`config.mk`:
```
export PLATFORM = sky130hd
export DESIGN_NAME = hazard_ctrl
export DESIGN_NICKNAME = d
export VERILOG_FILES = /design/src/rtl/hazard_ctrl.sv
export SDC_FILE = /design/constraint.sdc
export NUM_CORES = 1
export LEC_CHECK = 0
export ABC_AREA = 0
export CORE_MARGIN = 1.5
export CORE_UTILIZATION = 38
export CTS_CLUSTER_SIZE = 14
export DETAILED_ROUTE_END_ITERATION = 7
export GPL_TIMING_DRIVEN = 0
export PLACE_DENSITY = 0.81
export SLEW_MARGIN = 40
export SYNTH_ARGS = -nofsm -noshare
export SYNTH_HDL_FRONTEND = slang
export SYNTH_SLANG_ARGS = --single-unit
export TNS_END_PERCENT = 50
```
`constraint.sdc`:
```
create_clock -name i_clk -period 3.85 [get_ports i_clk]
set_input_delay 1.155 -clock i_clk [delete_from_list [all_inputs] [get_ports i_clk]]
set_output_delay 1.155 -clock i_clk [all_outputs]
set_load 0.01 [all_outputs]
```
`src/rtl/hazard_ctrl.sv`:
```
// Hazard and forwarding controller: tracks in-flight register writes for DEPTH stages after decode.
// Optional event counters are enabled with `define HAZ_PERF_CNT_EN.
module hazard_ctrl #(
    parameter int unsigned ADDR_W   = 5,
    parameter int unsigned DEPTH    = 3,
    parameter int unsigned LOAD_LAT = 2,
    parameter int unsigned FWD_W    = $clog2(DEPTH + 1)
) (
    input  logic              i_clk,
    input  logic              i_rst,
    input  logic              i_id_valid,
    input  logic [ADDR_W-1:0] i_id_rs,
    input  logic [ADDR_W-1:0] i_id_rt,
    input  logic              i_id_use_rs,
    input  logic              i_id_use_rt,
    input  logic              i_id_wr_en,
    input  logic [ADDR_W-1:0] i_id_wr_addr,
    input  logic              i_id_is_load,
    input  logic              i_ex_branch_taken,
    output logic              o_stall,
    output logic              o_bubble,
    output logic              o_flush,
    output logic [FWD_W-1:0]  o_ex_fwd_rs,
    output logic [FWD_W-1:0]  o_ex_fwd_rt,
    output logic [FWD_W-1:0]  o_inflight,
    output logic [31:0]       o_stall_cnt,
    output logic [31:0]       o_flush_cnt
);

    localparam int unsigned CNT_W = 32;

    logic [DEPTH-1:0]             valid_q, valid_d;
    logic [DEPTH-1:0]             load_q, load_d;
    logic [DEPTH-1:0][ADDR_W-1:0] addr_q, addr_d;
    logic [FWD_W-1:0]             fwd_rs_q, fwd_rs_d;
    logic [FWD_W-1:0]             fwd_rt_q, fwd_rt_d;
    logic [FWD_W-1:0]             inflight_q, inflight_d;

    logic [FWD_W-1:0] rs_dist, rt_dist;
    logic             rs_load, rt_load;
    logic             hazard, issue;

    // Youngest-producer search; descending loop leaves the smallest matching distance.
    always_comb begin
        rs_dist = '0;
        rs_load = 1'b0;
        rt_dist = '0;
        rt_load = 1'b0;
        for (int k = DEPTH; k >= 1; k--) begin
            if (i_id_use_rs && (i_id_rs != '0) && valid_q[k-1] && (addr_q[k-1] == i_id_rs)) begin
                rs_dist = FWD_W'(k);
                rs_load = load_q[k-1];
            end
            if (i_id_use_rt && (i_id_rt != '0) && valid_q[k-1] && (addr_q[k-1] == i_id_rt)) begin
                rt_dist = FWD_W'(k);
                rt_load = load_q[k-1];
            end
        end
    end

    assign hazard   = (rs_load && (rs_dist < FWD_W'(LOAD_LAT)))
                   || (rt_load && (rt_dist < FWD_W'(LOAD_LAT)));
    assign o_flush  = i_ex_branch_taken;
    assign o_stall  = i_id_valid && hazard && !i_ex_branch_taken;
    assign o_bubble = o_stall;
    assign issue    = i_id_valid && !o_stall && !o_flush;

    always_comb begin
        valid_d    = {valid_q[DEPTH-2:0], issue && i_id_wr_en && (i_id_wr_addr != '0)};
        load_d     = {load_q[DEPTH-2:0], i_id_is_load};
        addr_d     = {addr_q[DEPTH-2:0], i_id_wr_addr};
        fwd_rs_d   = issue ? rs_dist : '0;
        fwd_rt_d   = issue ? rt_dist : '0;
        inflight_d = '0;
        for (int i = 0; i < DEPTH; i++) begin
            inflight_d = inflight_d + FWD_W'(valid_d[i]);
        end
    end

    always_ff @(posedge i_clk or posedge i_rst) begin
        if (i_rst) begin
            valid_q    <= '0;
            load_q     <= '0;
            addr_q     <= '0;
            fwd_rs_q   <= '0;
            fwd_rt_q   <= '0;
            inflight_q <= '0;
        end else begin
            valid_q    <= valid_d;
            load_q     <= load_d;
            addr_q     <= addr_d;
            fwd_rs_q   <= fwd_rs_d;
            fwd_rt_q   <= fwd_rt_d;
            inflight_q <= inflight_d;
        end
    end

    assign o_ex_fwd_rs = fwd_rs_q;
    assign o_ex_fwd_rt = fwd_rt_q;
    assign o_inflight  = inflight_q;

`ifdef HAZ_PERF_CNT_EN
    logic [CNT_W-1:0] stall_cnt_q, stall_cnt_d;
    logic [CNT_W-1:0] flush_cnt_q, flush_cnt_d;

    // Saturating event counters.
    always_comb begin
        stall_cnt_d = stall_cnt_q;
        flush_cnt_d = flush_cnt_q;
        if (o_stall && (stall_cnt_q != '1)) stall_cnt_d = stall_cnt_q + CNT_W'(1);
        if (o_flush && (flush_cnt_q != '1)) flush_cnt_d = flush_cnt_q + CNT_W'(1);
    end

    always_ff @(posedge i_clk or posedge i_rst) begin
        if (i_rst) begin
            stall_cnt_q <= '0;
            flush_cnt_q <= '0;
        end else begin
            stall_cnt_q <= stall_cnt_d;
            flush_cnt_q <= flush_cnt_d;
        end
    end

    assign o_stall_cnt = stall_cnt_q;
    assign o_flush_cnt = flush_cnt_q;
`else
    assign o_stall_cnt = CNT_W'(0);
    assign o_flush_cnt = CNT_W'(0);
`endif

endmodule
```
==> key figures <==
Pwr
  – Pwr per Cell Area: 255 mW/mm^2
  – Pleak: 1.20 nW
  – Maximum VDD drop: 199 uV
  – Total power: 0.000598 W

Yosys
  – Post-synth EDFFs: 0
  – Syn. warnings: 0
  – Post-synthesis sequential area ratio: 38.1%
  – Top cell type's share of synthesized area: 38.1%
  – Cells after Synth: 158
  – #FFs+latches synth: 25
  – Synth area leaders: dfrtp_1, buf_4, xnor2_1
  – Main synth FF type: dfrtp_1
  – Post-Syn Area: 0.00164 mm^2
  – Yosys top cell by area: dfrtp_1
  – Ys async rst share: 100%
  – Count of different cell masters after synthesis: 23
  – Synth Area per Inst: 10.4 um^2

Floorplanning
  – Top Ports: 96
  – Row count: 23
  – Core area: 0.00409 mm^2
  – Die Area: 0.00473 mm^2
  – Initial Util: 40.2%
  – Die height: 68.8 um
  – Chip width: 68.8 um

Timing
  – Slew at the pin closest to its max-slew limit: 0.499 ns
  – FMAX: 262 MHz
  – Final hold violation count: 0
  – RSZ-0062 raised after global routing: true
  – Total negative slack: 0 ns
  – Final Max Slew Viols: 0
  – Clock skew: 0.00499 ns
  – Final worst setup slack: 0.0348 ns
  – Tmin final: 3.82 ns
  – Tcrit/Tclk final: 99.1%
  – Slew headroom: 66.7%
  – Setup-failing EPs final: 0

Drt
  – Drt total wl: 3050 um
  – DRC violations left: 0
  – DR vias: 1146
  – Drt first pass iters: 4
  – 1st-iter DRT viols: 15
  – Vias per cell: 3.68
  – Post-route ant nets: 0
  – WL per Instance: 9.79 um

Clock network
  – Clock Tree Buf Depth: 2
  – CTS HTree Levels: 1
  – Reg clk slew, reported paths: 0.09 ns
  – CTS buffer count: 3
  – Clock sinks: 25
  – CTS tree: yes
  – Root Driver: clkbuf_8
  – Worst skew pair latency: 0.27 ns

Final layout
  – Share of cells above drive strength 1: 36.4%
  – Fill cells: 351
  – Final cell count without fillers: 311
  – Ant diodes: 0
  – Area Growth Syn to Fin: 43.0%
  – Fin nets: 286

GRT
  – First-pass GRT wire length: 4820 um
  – Largest net degree at the start of global routing: 26
  – Initial antenna violation count: 0
  – Grt ovf: 0
  – Gr usage total: 13.8%
  – Vias in the first global route: 1102

Setup path
  – Crit path largest cell delay: 0.56 ns
  – Crit-path cells: buf_4, or4_4, o21ai_4, nor3_4, o21a_1, nor2b_4, buf_6, buf_6
  – Setup CP Type: in2out
  – Buf/Inv on CP: 3
  – WP data required: 2.69 ns
  – Crit end category: output pin
  – Setup crit start kind: primary input
  – Crit path max-delay family: simple AND/OR/NAND/NOR gates
  – Most used cell along the critical path: buf_6
  – Critical path arrival: 2.66 ns
  – CP max stage cell: or4_4
  – Crit path max fanout: 4

Job
  – Max-cap violations: 0

Worst hold path
  – Min-Delay Path Class: reg2reg

Place
  – RD Place Congestion: 0.855
  – I/O Buffers: 31
  – Inst Count DP: 302
  – DP Wirelength: 2470 um
  – Pre-CTS WS: -0.927 ns

Outcome
  – Status: finished clean
[metal layers]
layer	share of wire [%]	global-route usage (%)	vias to the layer above
li1	-	-	597
met1	38	16.1	485
met2	52	24.6	60
met3	8.9	2.44	4
met4	1.3	6.13	0
met5	0	0	-
[synth_stat cells (all sizes together) (2+ instances only)]
| master | number |
|---|---|
| a2111oi | 2 |
| nor4 | 2 |
| o21ai | 3 |
| nand2 | 4 |
| nand4 | 4 |
| nand4b | 2 |
| nor3 | 7 |
| xnor2 | 22 |
| xor2 | 8 |
| a21oi | 2 |
| buf | 66 |
| dfrtp | 25 |
| or4 | 3 |
| nor2b | 2 |
[worst paths after layout]
path	startpoint	to	slack, ns	depth (start not counted)
max in group asynchronous	i_rst	o_ex_fwd_rs[1]$_DFF_PP0_	2.28	2
setup reg to reg	addr_d[8]$_DFF_PP0_	o_inflight[0]$_DFF_PP0_	1.79	7
hold / removal	addr_d[13]$_DFF_PP0_	addr_q[13]$_DFF_PP0_	0.45	0
hold reg to reg	addr_d[13]$_DFF_PP0_	addr_q[13]$_DFF_PP0_	0.45	0
setup / recovery	i_id_rt[4]	o_stall	0.03	8
min in group asynchronous	i_rst	o_inflight[1]$_DFF_PP0_	1.23	2
[per-stage QoR]
step	hold WS, ns	area [um^2]	utilization (%)
3_3_place_gp	0.418	2250	55.1
2_1_floorplan	0.409	1880	-
6_report	0.446	2350	57.5
4_1_cts	0.449	2360	57.8
3_5_place_dp	0.425	2250	55.1
5_1_grt	0.462	2350	57.5
[power by group]
group / internal [W] / switching (W)
registers: 0.000274 / 0.0000105
clock network: 0.0000732 / 0.0000802
logic: 0.0000864 / 0.0000744
[cells by family after synthesis]
logic type,after synthesis,share of synthesized area (%)
compound gates,9,4.57
buf+inv,67,30.4
xor+xnor,30,16.0
simple gates,25,9.52
other cells,1,0.228
fa+ha+maj,1,1.22
flops,25,38.1
[cell type report]
| type | count | area, um^2 | share of cell area (%) |
|---|---|---|---|
| multi-input cells | 129 | 797 | 33.9 |
| flip-flops and latches | 25 | 626 | 26.6 |
| plain buffers | 66 | 499 | 21.2 |
| repair buffers | 36 | 313 | 13.3 |
| well taps | 50 | 62.6 | 2.66 |
| clock buffers | 3 | 41.3 | 1.76 |
| clock inverters | 1 | 7.51 | 0.319 |
| inverters | 1 | 3.75 | 0.160 |
[flip-flops by register name, indices dropped and copies added (netlist names)]
name / cells
addr_d: 10
addr_q: 5
load_q: 1
o_ex_fwd_rs: 2
o_ex_fwd_rt: 2
o_inflight: 2
valid_q: 3
[placed cells by master (no fill, tap or decap), types with 2 or more instances in the layout]
cell type	count
a21oi_1	2
buf_2	6
buf_4	72
buf_6	2
clkbuf_8	3
clkdlybuf4s50_1	19
conb_1	64
dfrtp_1	25
dlygate4sd2_1	2
nand2_1	4
nand4_1	4
nand4b_1	2
nor3_1	5
nor3_4	2
nor4_1	2
o21ai_4	2
or4_4	2
xnor2_1	22
xor2_1	8
[timing repair]
item | 4_1_cts | 5_1_grt
hold buffers | 0 | 0
gates resized for setup | 51 | 2
buffers inserted | 5 | 0
setup endpoints to repair | 2 | 2
gates cloned | 0 | 0
pin swaps | 7 | 2
Power figures use the tool's default switching activity.
